==> config.mk <==
export PLATFORM = sky130hd
export DESIGN_NAME = anton_neopixel_stream_ctrl
export DESIGN_NICKNAME = d
export VERILOG_FILES = /design/src/rtl/anton_neopixel_stream_ctrl_pkg.sv /design/src/rtl/anton_neopixel_bit_timer.sv /design/src/rtl/anton_neopixel_stream_ctrl.sv
export SDC_FILE = /design/constraint.sdc
export NUM_CORES = 1
export LEC_CHECK = 0
export CAP_MARGIN = 10
export CORE_UTILIZATION = 54
export CTS_CLUSTER_DIAMETER = 100
export DETAILED_ROUTE_END_ITERATION = 12
export PLACE_DENSITY_LB_ADDON = 0.15
export SLEW_MARGIN = 20
export SYNTH_ARGS = -nofsm -noshare
export SYNTH_HDL_FRONTEND = slang
export SYNTH_SLANG_ARGS = --single-unit
==> constraint.sdc <==
create_clock -name busClk -period 5.05 [get_ports busClk]
set_clock_uncertainty 0.2 [all_clocks]
set_input_delay 0.7575 -clock busClk [delete_from_list [all_inputs] [get_ports busClk]]
set_output_delay 0.7575 -clock busClk [all_outputs]
set_load 0.005 [all_outputs]
==> src/rtl/anton_neopixel_stream_ctrl_pkg.sv <==
// Shared defaults, FSM state type and constant helpers for the neopixel stream controller.
package anton_neopixel_stream_ctrl_pkg;

    localparam int unsigned BUFFER_END_DEFAULT  = 255;
    localparam int unsigned NEO_T0H_DEFAULT     = 8;
    localparam int unsigned NEO_T1H_DEFAULT     = 16;
    localparam int unsigned NEO_TBIT_DEFAULT    = 25;
    localparam int unsigned NEO_TRESET_DEFAULT  = 1000;

    typedef enum logic [2:0] {
        ST_IDLE,
        ST_LOAD,
        ST_BIT_HI,
        ST_BIT_LO,
        ST_GAP
    } neo_state_e;

    function automatic int unsigned clog2(input int unsigned value);
        int unsigned result;
        result = 0;
        if (value > 1) begin
            for (int unsigned v = value - 1; v > 0; v = v >> 1) begin
                result++;
            end
        end
        return result;
    endfunction

    function automatic int unsigned max_u(input int unsigned a, input int unsigned b);
        return (a > b) ? a : b;
    endfunction

endpackage

==> src/rtl/anton_neopixel_bit_timer.sv <==
// Cycle counter for one WS2812 bit period or the reset gap; flags the phase ends.
module anton_neopixel_bit_timer
    import anton_neopixel_stream_ctrl_pkg::*;
#(
    parameter int unsigned T0H    = NEO_T0H_DEFAULT,
    parameter int unsigned T1H    = NEO_T1H_DEFAULT,
    parameter int unsigned TBIT   = NEO_TBIT_DEFAULT,
    parameter int unsigned TRESET = NEO_TRESET_DEFAULT
) (
    input  logic busClk,
    input  logic busResetN,
    input  logic clr_i,
    input  logic bitVal_i,
    input  logic shortBit_i,
    output logic hiDone_o,
    output logic bitDone_o,
    output logic gapDone_o
);

    localparam int unsigned CNT_BITS = clog2(max_u(TBIT, TRESET) + 1);

    localparam logic [CNT_BITS-1:0] T0H_LAST    = CNT_BITS'(T0H - 1);
    localparam logic [CNT_BITS-1:0] T1H_LAST    = CNT_BITS'(T1H - 1);
    localparam logic [CNT_BITS-1:0] TBIT_LAST   = CNT_BITS'(TBIT - 1);
    localparam logic [CNT_BITS-1:0] TBIT_SHORT  = CNT_BITS'(TBIT - 2);
    localparam logic [CNT_BITS-1:0] TRESET_LAST = CNT_BITS'(TRESET - 1);

    logic [CNT_BITS-1:0] cycCnt_q;
    logic [CNT_BITS-1:0] cycCnt_d;

    always_comb begin
        cycCnt_d = clr_i ? '0 : cycCnt_q + 1'b1;
    end

    always_ff @(posedge busClk) begin
        if (!busResetN) begin
            cycCnt_q <= '0;
        end else begin
            cycCnt_q <= cycCnt_d;
        end
    end

    // Short bit ends one cycle early so the following LOAD cycle completes the low phase.
    assign hiDone_o  = (cycCnt_q == (bitVal_i ? T1H_LAST : T0H_LAST));
    assign bitDone_o = (cycCnt_q == (shortBit_i ? TBIT_SHORT : TBIT_LAST));
    assign gapDone_o = (cycCnt_q == TRESET_LAST);

endmodule

==> src/rtl/anton_neopixel_stream_ctrl.sv <==
// Frame sequencer: walks the pixel buffer, serialises bytes MSB-first as WS2812 pulses, then holds the reset gap.
module anton_neopixel_stream_ctrl
    import anton_neopixel_stream_ctrl_pkg::*;
#(
    parameter int unsigned BUFFER_END  = BUFFER_END_DEFAULT,
    parameter int unsigned T0H         = NEO_T0H_DEFAULT,
    parameter int unsigned T1H         = NEO_T1H_DEFAULT,
    parameter int unsigned TBIT        = NEO_TBIT_DEFAULT,
    parameter int unsigned TRESET      = NEO_TRESET_DEFAULT,
    localparam int unsigned BUFFER_BITS = clog2(BUFFER_END + 1)
) (
    input  logic                   busClk,
    input  logic                   busResetN,
    input  logic                   regCtrlRun,
    input  logic                   regCtrlLimit,
    input  logic                   regCtrl32bit,
    input  logic [12:0]            regMax,
    output logic [BUFFER_BITS-1:0] pixelAddr,
    input  logic [7:0]             pixelByte,
    output logic                   neoData,
    output logic                   busy,
    output logic                   streamSyncOf
);

    neo_state_e             state_q, state_d;
    logic [BUFFER_BITS-1:0] addr_q, addr_d;
    logic [BUFFER_BITS-1:0] lastIdx_q, lastIdx_d;
    logic                   mode32_q, mode32_d;
    logic [7:0]             shift_q, shift_d;
    logic [2:0]             bitCnt_q, bitCnt_d;
    logic                   neo_q, busy_q;

    logic [31:0]            regMaxW;
    logic [BUFFER_BITS-1:0] frameLast;
    logic [BUFFER_BITS:0]   nextAddr;
    logic                   lastByte;
    logic                   shortBit;
    logic                   timerClr;
    logic                   hiDone, bitDone, gapDone;

    assign regMaxW   = {19'd0, regMax};
    assign frameLast = (regCtrlLimit && (regMaxW < BUFFER_END)) ? BUFFER_BITS'(regMaxW)
                                                                : BUFFER_BITS'(BUFFER_END);

    // One extra bit of width so stepping past the buffer end is visible to the compare.
    always_comb begin
        nextAddr = {1'b0, addr_q} + 1'b1;
        if (mode32_q && (nextAddr[1:0] == 2'b11)) begin
            nextAddr = nextAddr + 1'b1;
        end
    end

    assign lastByte = (nextAddr > {1'b0, lastIdx_q});
    assign shortBit = (bitCnt_q == 3'd0) && !lastByte;

    anton_neopixel_bit_timer #(
        .T0H    (T0H),
        .T1H    (T1H),
        .TBIT   (TBIT),
        .TRESET (TRESET)
    ) u_bit_timer (
        .busClk     (busClk),
        .busResetN  (busResetN),
        .clr_i      (timerClr),
        .bitVal_i   (shift_q[7]),
        .shortBit_i (shortBit),
        .hiDone_o   (hiDone),
        .bitDone_o  (bitDone),
        .gapDone_o  (gapDone)
    );

    always_comb begin
        state_d      = state_q;
        addr_d       = addr_q;
        lastIdx_d    = lastIdx_q;
        mode32_d     = mode32_q;
        shift_d      = shift_q;
        bitCnt_d     = bitCnt_q;
        timerClr     = 1'b0;
        streamSyncOf = 1'b0;
        case (state_q)
            ST_IDLE: begin
                timerClr = 1'b1;
                if (regCtrlRun) begin
                    state_d   = ST_LOAD;
                    addr_d    = '0;
                    lastIdx_d = frameLast;
                    mode32_d  = regCtrl32bit;
                end
            end
            ST_LOAD: begin
                timerClr = 1'b1;
                shift_d  = pixelByte;
                bitCnt_d = 3'd7;
                state_d  = ST_BIT_HI;
            end
            ST_BIT_HI: begin
                if (hiDone) begin
                    state_d = ST_BIT_LO;
                end
            end
            ST_BIT_LO: begin
                if (bitDone) begin
                    timerClr = 1'b1;
                    if (bitCnt_q != 3'd0) begin
                        bitCnt_d = bitCnt_q - 3'd1;
                        shift_d  = {shift_q[6:0], 1'b0};
                        state_d  = ST_BIT_HI;
                    end else if (lastByte) begin
                        state_d = ST_GAP;
                    end else begin
                        addr_d  = nextAddr[BUFFER_BITS-1:0];
                        state_d = ST_LOAD;
                    end
                end
            end
            ST_GAP: begin
                if (gapDone) begin
                    streamSyncOf = 1'b1;
                    state_d      = ST_IDLE;
                end
            end
            default: state_d = ST_IDLE;
        endcase
    end

    always_ff @(posedge busClk) begin
        if (!busResetN) begin
            state_q   <= ST_IDLE;
            addr_q    <= '0;
            lastIdx_q <= '0;
            mode32_q  <= 1'b0;
            shift_q   <= '0;
            bitCnt_q  <= '0;
            neo_q     <= 1'b0;
            busy_q    <= 1'b0;
        end else begin
            state_q   <= state_d;
            addr_q    <= addr_d;
            lastIdx_q <= lastIdx_d;
            mode32_q  <= mode32_d;
            shift_q   <= shift_d;
            bitCnt_q  <= bitCnt_d;
            neo_q     <= (state_d == ST_BIT_HI);
            busy_q    <= (state_d != ST_IDLE);
        end
    end

    assign pixelAddr = addr_q;
    assign neoData   = neo_q;
    assign busy      = busy_q;

endmodule

# After elaboration in Yosys (flattened, before gate mapping)
# Index checks and enable logic that the tools add are counted.
[op_classes]
addsub = 4
n_div = 0
order_cmp = 2
n_mul = 0
n_reduce_logical = 15
n_eq_ne = 14
n_bitwise = 1
shift = 0
muxes = 26
[op_table]
columns = ["operator", "n"]
rows = [
  ["8-bit 2-to-1 mux", 7],
  ["8-bit case mux with 2 select lines", 2],
  ["3-bit 2-to-1 mux", 8],
  ["10-bit equality test", 2],
  ["3-bit case mux with 5 select lines", 1],
  ["13-bit by 8-bit < comparator with 1-bit output, second input constant", 1],
  ["10-bit by 1-bit adder with 10-bit output, second input constant", 1],
  ["10-bit equality test, second input constant", 1],
  ["2-bit inequality test, second input constant", 5],
  ["8-bit by 1-bit adder with 9-bit output, second input constant", 1],
  ["9-bit by 1-bit adder with 9-bit output, second input constant", 1],
  ["3-bit by 2-bit equality test with 1-bit output, second input constant", 3],
  ["9-bit by 8-bit greater-than comparator with 1-bit output", 1],
  ["9-bit 2-to-1 mux", 1],
  ["4-bit 2-to-1 mux", 2],
  ["3-bit zero test", 2],
  ["3-bit case mux with 2 select lines", 1],
  ["3-bit nonzero test", 2],
  ["5-bit AND reduction", 1],
  ["2-bit nonzero test", 2],
  ["2-bit OR reduction", 2],
  ["3-bit by 1-bit equality test with 1-bit output, second input constant", 1],
  ["3-bit equality test, second input constant", 1],
  ["1-bit logical AND", 3],
  ["8 further kinds", 10],
]
[word_totals]
wordCells = 71
latch_bits = 0
n_memories = 0
mem_bits_ro = 0
reg_bits = 43
out_inout_bits = 11
mem_bits_rw = 0
input_bits = 26

# Logic depth before layout (Yosys ltp)
# Gate-level depths: netlist (run 1).
[logic_depth]
depth_word = 12
mapped_depth = 16
ltp_nobuf = 13

# Modules after synthesis
# Synthesis (run 1) repeated with hierarchy kept, for this count alone.
[hier_totals]
cells_unflattened = 314
hier_area_um2 = 2572.5
[modules_own_cells]
columns = ["mod", "cells_each", "instances", "area_per_inst_um2", "seq_area_each_um2"]
rows = [
  ["anton_neopixel_stream_ctrl", 256, 1, 2068.2, 660.6],
  ["anton_neopixel_bit_timer", 58, 1, 504.2, 200.2],
]

# Worst setup path before layout (run 1)
# Ideal clock, no wire load.
[synth_timing]
path_kind = "flip-flop to flip-flop"
start = "register addr_q[0] (netlist: pixelAddr[0])"
end = "register addr_q[0] (netlist: pixelAddr[0])"
n_path_buf = 1
t_required_ns = 4.771
stages_incl_launch_ff = 14
arrival_ns = 3.248
setup_slack_ns = 1.523
setup_ns = 0.079
period_less_slack_ns = 3.527
path_cell_list = "dfxtp_1 buf_2 inv_1 ha_1 o41ai_1 nand4_1 xnor2_1 ha_1 a211oi_1 o211ai_1 o211ai_1 o2111ai_2 or4b_1 o211ai_1"
[synth_via]
elab_chain_cells = 11
elab_cells_between_ends = 17
cone_classes = "2 x add/sub; 1 x order compare; 4 x eq/ne; 6 x mux; 4 x reduce/logical"
[synth_rtl]
columns = ["item", "line_no", "rtl"]
rows = [
  ["start, declared", "anton_neopixel_stream_ctrl.sv:26", "logic [BUFFER_BITS-1:0] addr_q, addr_d;"],
  ["start signal, assigned", "anton_neopixel_stream_ctrl.sv:139", "addr_q <= addr_d;"],
  ["8-bit by 1-bit adder with 9-bit output (*)", "anton_neopixel_stream_ctrl.sv:47", "nextAddr = {1'b0, addr_q} + 1'b1;"],
  ["branches (longest 2 deep; another with 9-bit by 1-bit adder with 9-bit output)", "--", ""],
  ["9-bit 2-to-1 mux (*)", "anton_neopixel_stream_ctrl.sv:48", "if (mode32_q && (nextAddr[1:0] == 2'b11)) begin"],
  ["9-bit by 8-bit greater-than comparator with 1-bit output", "anton_neopixel_stream_ctrl.sv:53", "assign lastByte = (nextAddr > {1'b0, lastIdx_q});"],
  ["1-bit zero test", "anton_neopixel_stream_ctrl.sv:54", "assign shortBit = (bitCnt_q == 3'd0) && !lastByte;"],
  ["1-bit logical AND", "anton_neopixel_stream_ctrl.sv:54", ""],
  ["4-bit 2-to-1 mux", "anton_neopixel_bit_timer.sv:45", "assign bitDone_o = (cycCnt_q == (shortBit_i ? TBIT_SHORT : TBIT_LAST));"],
  ["10-bit equality test", "anton_neopixel_bit_timer.sv:45", ""],
  ["2-bit inequality test (no source line)", "--", ""],
  ["5-bit AND reduction (no source line)", "--", ""],
]
# Mark *: on every way between the ends. The select of a mux whose other input is x is not followed.
# A chain may end at the register's enable or synchronous reset.

# Worst setup path in the final report (run 1)
# Ends and elaborated chain as after synthesis.

==> results of run 1 <==
## layout make-up
class                   instances  area share
multi-input cells             238       0.513
flip-flops and latches         43       0.287
repair buffers                 38       0.125
clock buffers                   7      0.0321
well taps                      52      0.0217
inverters                      15      0.0188
clock inverters                 1     0.00250
## state kept, by name (all words and copies together) (netlist names)
| register | flops |
|---|---|
| u_bit_timer.cycCnt_q | 10 |
| lastIdx_q | 8 |
| pixelAddr | 8 |
| shift_q | 8 |
| bitCnt_q | 3 |
| state_q | 3 |
| busy | 1 |
| mode32_q | 1 |
| neoData | 1 |
## logic make-up after synthesis
logic type / share of synthesized area
DFF: 0.338
xor gates and xnor gates: 0.0619
adders and majority gates: 0.0638
muxes: 0.0299
buffers and inverters: 0.0584
and+or+nand+nor: 0.294
AOI/OAI and AO/OA: 0.155
## worst register-to-register path, delay by kind of cell, from the launching register on
family,cells,cell delay (ns)
and+or+nand+nor,2,0.78
DFF,1,0.53
AOI/OAI and AO/OA,6,1.76
buffers and inverters,1,0.14
xor gates and xnor gates,1,0.18
adders and majority gates,2,0.57
## through the flow
| step | power [mW] | instance area, µm² | setup slack, ns | cells | hold WS [ns] |
|---|---|---|---|---|---|
| 4_1_cts | 0.720 | 3000 | 0.839 | 394 | 0.287 |
| 3_5_place_dp | 0.471 | 2900 | 0.872 | 386 | 0.275 |
| 5_1_grt | 0.749 | 3000 | 0.416 | 394 | 0.316 |
| 2_1_floorplan | 0.433 | 2550 | 1.52 | 315 | 0.252 |
| 6_report | 0.711 | 3000 | 0.829 | 394 | 0.283 |
| 3_3_place_gp | 0.469 | 2900 | 1.03 | 386 | 0.266 |
## metal layers
metal,share of wire,global-route usage,up-vias
li1,-,-,1159
met1,0.45,0.279,1041
met2,0.49,0.392,49
met3,0.044,0.0427,10
met4,0.017,0.0800,0
met5,0,0,-
## power by group through the flow
stage | Combinational, mW | Sequential, mW | Clock (mW)
after floorplan | 0.0609 | 0.372 | 0
after global placement | 0.0935 | 0.375 | 0
after detailed placement | 0.0954 | 0.376 | 0
after CTS | 0.0960 | 0.368 | 0.256
after global routing | 0.107 | 0.370 | 0.272
final | 0.0950 | 0.368 | 0.248
## layout by cell type, fill, tap and decap left out, types with 2 or more instances in the layout
master           netlist  final
o21ai_1                2      2
nor2_1                27     27
a21oi_1                7      7
xor2_1                 3      3
o21ai_0               13     13
nor2b_1                8      8
nor4_1                 3      3
o211ai_1               6      6
nand3_1               21     21
inv_1                 15     15
o211a_1               10     10
ha_1                  13     13
nand3b_1               5      5
nand2_1               27     27
nand4_1               11     11
a211oi_1               2      2
and2_1                 9      9
buf_4                  4      2
a21boi_0               5      5
mux2i_1                5      5
o21a_1                 3      3
clkdlybuf4s50_1        0     36
nor3_1                19     19
clkbuf_8               0      7
nand2b_1               5      5
dfxtp_1               43     43
xnor2_1               15     15
and3_1                 5      5
or4b_1                 2      2
## how the worst max path moves through the flow
| stage | startpoint | end | cells past startpoint |
|---|---|---|---|
| 2_1_floorplan | pixelAddr[0] | pixelAddr[0] | 13 |
| 3_3_place_gp | pixelAddr[0] | pixelAddr[0] | 12 |
| 3_5_place_dp | pixelAddr[0] | pixelAddr[0] | 12 |
| 4_1_cts | pixelAddr[0] | pixelAddr[0] | 12 |
| 5_1_grt | pixelAddr[0] | pixelAddr[0] | 12 |
| 6_report | pixelAddr[0] | pixelAddr[0] | 12 |
==> reports/results.ini, run 1 <==
[layout]
multiInputGateArea_um2 = 1540
finalNetCount = 380
drive_above_1_share = 0.0439
num_antenna_cells = 0
seqCellArea_um2 = 861
nFillCells = 393
finish.utilization = 0.675
syn2layout_area_growth_pct = 17.7

[power_and_ir_drop]
power_frac_clock = 0.349
sw_frac_of_total = 0.256
irDropWorstVdd_uv = 174
p_per_area_nw_per_um2 = 237
netSwitchingPower_mw = 0.182
p_seq_frac = 0.517
p_int_mw = 0.529
p_comb_frac = 0.134
p_leak_nw = 1.22

[sta]
fmax_ghz = 0.237
hold_viol = 0
min_period_ns = 4.22
period_share = 0.836
tightest_slew_ns = 0.690
finalSetupViolations = 0
slew_headroom = 0.538
fin_setup_tns_ns = 0
slew_violations = 0
rsz0062_at_grt = no

[job]
cap_viol_max_count = 0

[clock_network]
ctsHtreeMaxLevel = 2
cts_root_buffer = clkbuf_8
cts.path.max_buffers = 2
clk_latency_ns = 0.30
clkSinkCount = 43
cts-resized-gates = 0
path_clk_slew_ns = 0.09
postCtsHoldBufs = 0
cts_made_buffers = 5
post_cts_buffers = 0
cts_tree = built

[synthesis]
async_reset_ff_frac = 0
syn_avg_cell_area_um2 = 8.09
syn_area_um2 = 2550
synth_most_common_cell = dfxtp_1
synth_edf_count = 0
ys_types = 42
synth.largest_area_cell = dfxtp_1
netlist.area_leader.share = 0.338
ys_seq_area_frac = 0.338
ys_top_cells_by_area = dfxtp_1 34%, ha_1 6.4%, xnor2_1 5.2%
synth-seq-cells = 43
syn_inst = 315
synth_fp_nets = 354
ys_warn_count = 0
synth_common_cells = 43 x dfxtp_1, 27 x nand2_1, 27 x nor2_1
synthFlopType = dfxtp_1

[setup_path]
path_max_fanout = 13
crit_buf_inv = 1
r2r_end = pixelAddr[0]
crit_path_max_incr_delay_ns = 0.60
start_kind = flip-flop
arrival_ns = 4.25
worst_ep_required_time_ns = 5.08
crit_top_cell = o211ai_1
crit_chain = inv_1 -> ha_1 -> o41ai_1 -> nand4_1 -> xnor2_1 -> ha_1 -> a211oi_1 -> o211ai_1 -> o211ai_1 -> o2111ai_2 -> or4b_1 -> o211ai_1
worstSetupPathType = reg -> reg
regToRegSetupSlack_ns = 0.83
r2r-start = pixelAddr[0]
endpoint_kind = flip-flop
reg2regPathDepth = 12
critical-path-slowest-cell = or4b_1
critical_path.top_delay_family = compound AO/OA/AOI/OAI gates

[place]
io_buffers = 36
hpwl_mm = 3.81
place.gp.congestion = 0.869

[detailed_routing]
first_pass_iters = 8
drt_iter0_markers = 171
num_vias = 2259
drt-wirelength-per-cell_um = 13.3
routed_wl_mm = 5.23
drc = 4
ant_nets = 0
routed_via_density = 5.73

[floorplanning]
core_um2 = 4440
chipWidth_um = 70.7
boundaryPins = 37
num_rows = 24
die_h_um = 70.7
die_area_um2 = 5000
start_util = 0.573

[worst_hold_path]
hp-class = reg -> reg
whs_path_depth = 2
whs_endpoint = mode32_q
hp-start = mode32_q

[global_route]
grt_usage = 0.226
antenna_found_initial = 0
overflow = 0
grt_pass1_wl_mm = 9.03
grt_pass1_vias = 2096
grt_max_degree = 36

[run_status]
status = complete, but fails checks
failed_checks = DRC

Power figures use the tool's default switching activity.
==> run 2, diff against run 1 <==
==> constraint.sdc (replaced) <==
create_clock -name busClk -period 4.1 [get_ports busClk]
set_clock_uncertainty 0.2 [all_clocks]
set_input_delay 0.615 -clock busClk [delete_from_list [all_inputs] [get_ports busClk]]
set_output_delay 0.615 -clock busClk [all_outputs]
set_load 0.005 [all_outputs]
==> run 2 against run 1 <==
Against the previous run:
- the run still ends with DRC left
- combinational power up 24%
- cell count up 0.51%
- largest power group unchanged
- sequential power up 23%
- highest routed layer unchanged
==> reports/results.ini, run 2 (synthesis results as in run 1) <==
[run_status]
status = complete, but fails checks
failed_checks = DRC

[place]
dp_cells = 388  ; +0.52%
io_buffers = 36  ; unchanged
place.gp.congestion = 0.875  ; +0.69%
hpwl_mm = 3.91  ; +2.5%

[global_route]
grt_max_degree = 20  ; -44%
antenna_found_initial = 0  ; unchanged
overflow = 0  ; unchanged
grt_usage = 0.225  ; -0.00111
grt_pass1_vias = 2092  ; -0.19%
grt_pass1_wl_mm = 9.11  ; +0.91%

[power_and_ir_drop]
p_comb_frac = 0.129  ; -0.005
power_frac_clock = 0.372  ; +0.023
netSwitchingPower_mw = 0.226  ; +24%
p_per_area_nw_per_um2 = 298  ; +26%
sw_frac_of_total = 0.249  ; -0.00726
p_int_mw = 0.683  ; +29%
irDropWorstVdd_uv = 412  ; +140%
p_seq_frac = 0.498  ; -0.019
p_leak_nw = 1.24  ; +1.8%
finalPower_mw = 0.910  ; +28%

[sta]
finalSetupViolations = 0  ; unchanged
hold_viol = 0  ; unchanged
tightest_slew_ns = 0.718  ; +0.0273 ns
fin_hold_ws_ns = 0.297  ; +0.0131 ns
fmax_ghz = 0.258  ; +9.1%
min_period_ns = 3.87  ; -0.352 ns
slew_headroom = 0.518  ; -0.0200
rsz0062_at_grt = no
slew_violations = 0  ; unchanged
fin_setup_tns_ns = 0  ; unchanged
period_share = 0.944  ; +0.108

[clock_network]
clk_latency_ns = 0.30  ; about the same
path_clk_slew_ns = 0.09  ; about the same
cts_root_buffer = clkbuf_8
ctsHtreeMaxLevel = 2  ; unchanged
cts_made_buffers = 5  ; unchanged
postCtsHoldBufs = 0  ; unchanged
clkSinkCount = 43  ; unchanged
cts.path.max_buffers = 2  ; unchanged
post_cts_buffers = 0  ; unchanged
cts_tree = built

[layout]
final_cell_count_no_fill = 396  ; +0.51%
largest-register = u_bit_timer.cycCnt_q
final_cell_mix = 42 x dfxtp_1, 36 x clkdlybuf4s50_1, 27 x nor2_1, 27 x nand2_1, 21 x nand3_1
finish.utilization = 0.688  ; +0.0127
layout_commonest_cell = dfxtp_1
num_antenna_cells = 0  ; unchanged
largest_reg_flops = 10  ; unchanged
syn2layout_area_growth_pct = 19.9
finalNetCount = 382  ; +0.53%
drive_above_1_share = 0.0640  ; +0.0201

[floorplanning]
start_util = 0.573  ; unchanged
chipWidth_um = 70.7  ; unchanged
die_area_um2 = 5000  ; unchanged
die_h_um = 70.7  ; unchanged
core_um2 = 4440  ; unchanged
num_rows = 24  ; unchanged
boundaryPins = 37  ; unchanged

[setup_path]
worst_ep_required_time_ns = 4.09  ; -0.99 ns
path_max_fanout = 8  ; -5
startpoint = pixelAddr[1]
r2r_end = pixelAddr[5]
worstSetupPathType = reg -> reg
crit_top_cell = o211ai_1
crit_chain = ha_2 -> nand4_1 -> o21a_1 -> nor2_1 -> xnor2_1 -> ha_1 -> a211oi_1 -> o211ai_1 -> o211ai_1 -> o2111ai_4 -> buf_4 -> mux2_2 -> and2_1
reg2regPathDepth = 13  ; +1
regToRegSetupSlack_ns = 0.23  ; -0.60 ns
arrival_ns = 3.86  ; -0.39 ns
endpoint_kind = flip-flop
critical-path-slowest-cell = dfxtp_1
r2r-start = pixelAddr[1]
start_kind = flip-flop
crit_path_max_incr_delay_ns = 0.47  ; -0.13 ns

[job]
cap_viol_max_count = 0  ; unchanged

[detailed_routing]
num_vias = 2259  ; unchanged
first_pass_iters = 8  ; unchanged
ant_nets = 0  ; unchanged
drt-wirelength-per-cell_um = 13.5  ; +1.6%
routed_via_density = 5.70  ; -0.51%
routed_wl_mm = 5.35  ; +2.2%
drt_iter0_markers = 133  ; -22%
drc = 4  ; unchanged

[worst_hold_path]
hp-class = reg -> reg
whs_path_depth = 2  ; unchanged
whs_endpoint = mode32_q
hp-start = mode32_q

run 2: changes by cell type in the layout (fill, tap and decap cells not counted), sizes merged:
cell	before	now
buf	2	4
bufinv	0	1
clkinv	0	1
clkbuf	7	5
inv	15	16
clkinvlp	1	0
run 2: area by class of cell:
class / count / area, µm²
Tap cell: 52 / 65.1
Timing Repair Buffer: 40 / 390
Clock inverter: 3 / 47.5
Clock buffer: 5 / 68.8
Inverter: 15 / 56.3
Multi-Input combinational cell: 238 / 1570
Fill cell: 377 / 1390
Sequential cell: 43 / 862
run 2: power by group through the flow:
stage | Clock (mW) | Combinational, mW | Sequential (mW)
floorplan | 0 | 0.0750 | 0.458
global placement | 0 | 0.114 | 0.463
detailed placement | 0 | 0.116 | 0.463
CTS | 0.346 | 0.117 | 0.454
global route | 0.368 | 0.133 | 0.457
finish | 0.339 | 0.118 | 0.453
run 2: how the worst max path moves through the flow:
stage | end | cells after the start | slack [ns]
CTS | pixelAddr[5] | 13 | 0.11
floorplan | pixelAddr[0] | 13 | 0.57
global placement | pixelAddr[5] | 13 | 0.20
detailed placement | pixelAddr[5] | 13 | 0.03
finish | pixelAddr[5] | 13 | 0.23
global route | pixelAddr[5] | 13 | 0.02
run 2: critical path: cells and delay by family, from the launching register on:
kind                     cells  cell delay, ns
AO/OA/AOI/OAI                5            1.34
XOR/XNOR                     1            0.18
adder cells (fa/ha/maj)      2            0.60
buffers and inverters        1            0.23
flip-flops                   1            0.47
multiplexers                 1            0.26
AND/OR/NAND/NOR              3            0.47
run 2: per-layer routing:
layer / wire (µm) / vias up / part of all wire / global-route usage
li1: - / 1166 / - / -
met1: 2510 / 1058 / 0.47 / 0.276
met2: 2650 / 28 / 0.50 / 0.406
met3: 132 / 7 / 0.025 / 0.0427
met4: 48 / 0 / 0.0090 / 0.0511
met5: 0 / - / 0 / 0
run 2: metrics by stage:
step	cell area, µm²	worst slack (ns)
after floorplan	2550	0.573
after global placement	2910	0.204
after detailed placement	2910	0.0328
after CTS	3040	0.108
after global routing	3060	0.0211
final	3060	0.231
run 2: repair_timing:
item | in CTS | in global routing
endpoints found under the setup margin | 1 | 5
pin swaps | 0 | 1
hold endpoints to repair | 0 | 0
resized for setup | 1 | 5
==> patch 1 (settings of run 2) <==
Encoding of `neo_state_e`: now one-hot (5 bits for 5 states).
--- a/src/rtl/anton_neopixel_stream_ctrl_pkg.sv
+++ b/src/rtl/anton_neopixel_stream_ctrl_pkg.sv
@@ -7,12 +7,12 @@
     localparam int unsigned NEO_TBIT_DEFAULT    = 25;
     localparam int unsigned NEO_TRESET_DEFAULT  = 1000;
 
-    typedef enum logic [2:0] {
-        ST_IDLE,
-        ST_LOAD,
-        ST_BIT_HI,
-        ST_BIT_LO,
-        ST_GAP
+    typedef enum logic [4:0] {
+        ST_IDLE   = 5'b00001,
+        ST_LOAD   = 5'b00010,
+        ST_BIT_HI = 5'b00100,
+        ST_BIT_LO = 5'b01000,
+        ST_GAP    = 5'b10000
     } neo_state_e;
 
     function automatic int unsigned clog2(input int unsigned value);
Check against the original RTL: same outputs for any inputs over 10 cycles, from zero or initial values and one cycle with busResetN low; not proved beyond that.
==> patch 1 against run 2 <==
- setup slack gained 0.084 ns
- critical path depth is the same
- synthesized area grew 5.9%
- sequential cell count grew 2
- cell area grew 5.9%
- power grew 2.0%
- routed wire length grew 17%
- critical endpoint is now pixelAddr[4]
- largest power group unchanged
==> patch 1: results <==
group,metric,value,unit
final_layout,final_cell_count_no_fill,427,
yosys,avgSynthCellArea,8.36,µm²
grt,grt_start_max_net_pins,23,
clock_tree,clk_path_buf_depth,2,
clock_tree,htreeDepth,2,
placed_design,numPortBuffers,36,
yosys,synth_top_area_cell,"dfxtp_1",
drt,drt_iter0_drc,164,
grt,gr-usage-all-layers,24.8,%
min_path,min_path_type,"flop to flop",
yosys,seq_area_frac_synth,33.4,%
worst_setup_path,crit_arrival,3.78,ns
drt,met1_length,2.84,mm
yosys,synthTopCellsByCount,"dfxtp_1 (45), nand2_1 (31), nor2_1 (26)",
clock_tree,clk_latency,0.30,ns
grt,grt_pass1_vias,2179,
yosys,synthTopCellsByArea,"dfxtp_1 (33%), ha_1 (6.0%), nor3_1 (4.4%)",
worst_setup_path,path_max_fanout,10,
final_layout,nNetsFinal,398,
drt,dr_wl_met2,3.13,mm
pwr,peakVddDrop,0.313,mV
clock_tree,cts_inserted_buffers,5,
outcome,status,"finished clean",
yosys,synthArstFlopShare,0,%
drt,first_pass_iters,4,
clock_tree,cts-root-buf,"clkbuf_8",
final_layout,drive_gt1_share,10.0,%
yosys,yosysWarnings,0,
placed_design,dp_hpwl,4.52,mm
drt,wl_met3,227,µm
final_layout,fillCellCount,429,
drt,avgViaCountPerCell,5.83,
placed_design,dp.cells,417,
yosys,synthesis.nets,362,
timing,tightest_slew,0.650,ns
pwr,p_leak,1.12,nW
clock_tree,cts.clk_slew.worst_paths,0.09,ns
grt,grt_antenna_before_repair,0,
worst_setup_path,cpLargestDelayFamily,"compound AO/OA/AOI/OAI gates",
final_layout,largest_reg_flops,10,
worst_setup_path,cp_slowest_cell,"dfxtp_1",
yosys,synth_cell_types,59,
floorplan,core_area,4750,µm²
grt,grt_pass1_wl,10.1,mm
drt,wirelength,6.27,mm
placed_design,gp_congestion,0.907,
placed_design,placed_area,3110,µm²
worst_setup_path,slowest_delay,0.51,ns
-- patch 1: changes by cell type in the layout (fill, tap and decap cells not counted), sizes merged, moves of 4 or more --
cell,change
xnor2,-6
xor2,+5
a21boi,-6
a311oi,+7
buf,+6
o211a,-10
o21ai,-8
nor3,+6
nand2,+5
nor2b,-4
a21oi,+6
a211oi,+11
-- patch 1: metal layers --
layer  GRT usage (%)  vias up
met2            43.5       62
met1            30.6     1164
met5               0        -
met4            8.06        0
li1                -     1255
met3            4.56        8
-- patch 1: area by class of cell --
cell class / instances / area [µm²] / share of cell area [%]
Multi-Input combinational cell: 246 / 1660 / 51.3
Sequential cell: 45 / 902 / 27.9
Timing Repair Buffer: 46 / 435 / 13.5
Tap cell: 67 / 83.8 / 2.59
Clock buffer: 6 / 82.6 / 2.55
Inverter: 15 / 56.3 / 1.74
Clock inverter: 2 / 16.3 / 0.503
-- patch 1: per-stage QoR --
stage | worst slack [ns] | hold slack, ns | power, mW
4_1_cts | 0.194 | 0.279 | 0.932
3_3_place_gp | 0.204 | 0.255 | 0.627
6_report | 0.315 | 0.276 | 0.928
3_5_place_dp | 0.0319 | 0.266 | 0.629
5_1_grt | 0.0834 | 0.298 | 0.970
2_1_floorplan | 0.349 | 0.237 | 0.574
-- patch 1: worst reg2reg max path, delay by kind of cell, from the launching register on --
kind            cells  cell delay (ns)
compound gates      6             1.40
xor+xnor            1             0.18
fa+ha+maj           2             0.62
buf+inv             1             0.17
flops               1             0.51
simple gates        3             0.60
-- patch 1: final timing paths --
path	end	cells after the start	slack, ns	from
worst min register to register	lastIdx_q[3]	2	0.28	lastIdx_q[3]
worst max register to register	pixelAddr[4]	13	0.32	pixelAddr[1]
worst max-delay path	pixelAddr[4]	13	0.32	pixelAddr[1]
worst min-delay path	lastIdx_q[3]	2	0.28	lastIdx_q[3]
-- patch 1: kinds of logic (layout without fill, tap and decap cells) --
kind of cell / count (synthesis) / after routing / share of synthesized area, %
AOI/OAI and AO/OA: 62 / 62 / 18.1
muxes: 2 / 2 / 0.741
buffers and inverters: 32 / 69 / 5.51
adders and majority gates: 13 / 13 / 6.02
DFF: 45 / 45 / 33.4
xor gates and xnor gates: 17 / 17 / 5.51
and+or+nand+nor: 152 / 152 / 30.7
-- patch 1: report_power, final --
group	internal (mW)	switching [mW]	leakage, nW
clock	0.139	0.162	0.0478
sequential	0.459	0.0135	0.367
combinational	0.0694	0.0848	0.708
total	0.668	0.260	1.12
-- patch 1: timing repair --
item                                    4_1_cts  5_1_grt
setup buffers                                 2        0
pin swaps                                     1        0
resized for setup                             0        3
endpoints found under the setup margin        2       14
gates cloned                                  0        0
==> patch 2 (config.mk and constraints of run 2) <==
Made on the original files. Set the package constant `NEO_TBIT_DEFAULT` to 50 (it was 25).
--- a/src/rtl/anton_neopixel_stream_ctrl_pkg.sv
+++ b/src/rtl/anton_neopixel_stream_ctrl_pkg.sv
@@ -4,7 +4,7 @@
     localparam int unsigned BUFFER_END_DEFAULT  = 255;
     localparam int unsigned NEO_T0H_DEFAULT     = 8;
     localparam int unsigned NEO_T1H_DEFAULT     = 16;
-    localparam int unsigned NEO_TBIT_DEFAULT    = 25;
+    localparam int unsigned NEO_TBIT_DEFAULT    = 50;
     localparam int unsigned NEO_TRESET_DEFAULT  = 1000;
 
     typedef enum logic [2:0] {
Behaviour: no difference found for any inputs over 10 cycles, from zero or initial values and one cycle with busResetN low; that may be too few to reach the edited logic, so the function may still have changed.
==> patch 2 against run 2 <==
- sequential cell count unchanged
- cell area is 2.9% higher
- highest routed layer unchanged
- die area increased by 4.6%
- setup slack improved by 0.0085 ns
- synthesized area up 4.7%
- critical path type unchanged
- routed wire length up 7.3%
Power is not compared: it rests on default switching activity, and its combinational part moved more than twofold at a synthesized area within 25%.
==> patch 2: results <==
group,metric,value,unit
final_layout,fillCellCount,435,
grt,grt_pass1_vias,1991,
clock_tree,ctsResizeCount,0,
grt,grt_pass1_wl,9.40,mm
final_layout,drive_gt1_share,14.2,%
placed_design,placed_area,3020,µm²
drt,drt_iter0_drc,92,
placed_design,dp.cells,398,
worst_setup_path,path_max_fanout,7,
worst_setup_path,endpoint,"pixelAddr[7]",
worst_setup_path,crit_arrival,3.90,ns
placed_design,dp_hpwl,4.26,mm
clock_tree,htreeDepth,2,
final_layout,final_cell_count_no_fill,406,
outcome,status,"finished clean",
yosys,avgSynthCellArea,8.75,µm²
drt,wirelength,5.73,mm
clock_tree,cts_inserted_buffers,5,
yosys,synthTopCellsByArea,"dfxtp_1 (32%), ha_1 (6.1%), nand2_1 (5.3%)",
yosys,seq_area_frac_synth,32.3,%
final_layout,stdcell_area,3150,µm²
grt,grt_start_max_net_pins,25,
yosys,synthesis.nets,344,
drt,first_pass_iters,4,
grt,gr-usage-all-layers,22.6,%
floorplan,start_util,56.1,%
yosys,synth_cell_types,64,
placed_design,gp_congestion,0.892,
drt,vias,2281,
timing,tightest_slew,0.814,ns
==> patch 2: worst min-delay path, stage by stage (launching register included) <==
cell and delay [ns]:
dfxtp_1 0.32, nand2_1 0.05, a21oi_1 0.05
==> patch 2: final cells by class <==
cell class	instances	area share [%]
well taps	67	2.66
clock inverters	2	1.23
repair buffers	42	12.9
clock buffers	6	2.62
flip-flops and latches	43	27.4
multi-input cells	228	51.1
inverters	18	2.15
==> patch 2: how the worst min path moves through the flow <==
stage | from | to | slack (ns) | cells past startpoint
after global routing | shift_q[0] | shift_q[0] | 0.29 | 2
after CTS | shift_q[0] | shift_q[0] | 0.27 | 2
after global placement | shift_q[0] | shift_q[0] | 0.24 | 2
final | shift_q[0] | shift_q[0] | 0.26 | 2
after floorplan | shift_q[0] | shift_q[0] | 0.23 | 2
after detailed placement | shift_q[0] | shift_q[0] | 0.25 | 2
==> patch 2: power groups by stage <==
stage	logic [mW]	clock network (mW)	registers [mW]
after CTS	0.302	0.357	0.500
after global placement	0.293	0	0.510
after global routing	0.337	0.378	0.507
after floorplan	0.244	0	0.503
after detailed placement	0.302	0	0.509
final	0.303	0.352	0.500
==> patch 2: cell families after synthesis <==
group,Yosys count,synth area share [%]
fa+ha+maj,14,6.47
simple gates,135,28.5
compound gates,53,15.8
buf+inv,34,7.83
mux,3,1.36
flops,43,32.3
xor+xnor,23,7.83
==> patch 2: layer usage <==
metal / up-vias / global-route usage, % / part of all wire (%)
li1: 1163 / - / -
met1: 1054 / 33.2 / 50
met2: 60 / 34.8 / 44
met3: 4 / 4.03 / 5.7
met4: 0 / 4.36 / 0.58
met5: - / 0 / 0
==> patch 2: stage by stage <==
stage               setup WS (ns)  power, mW
finish                      0.240       1.16
global route              0.00747       1.22
CTS                        0.0681       1.16
detailed placement         0.0855      0.811
global placement            0.182      0.803
floorplan                   0.365      0.747
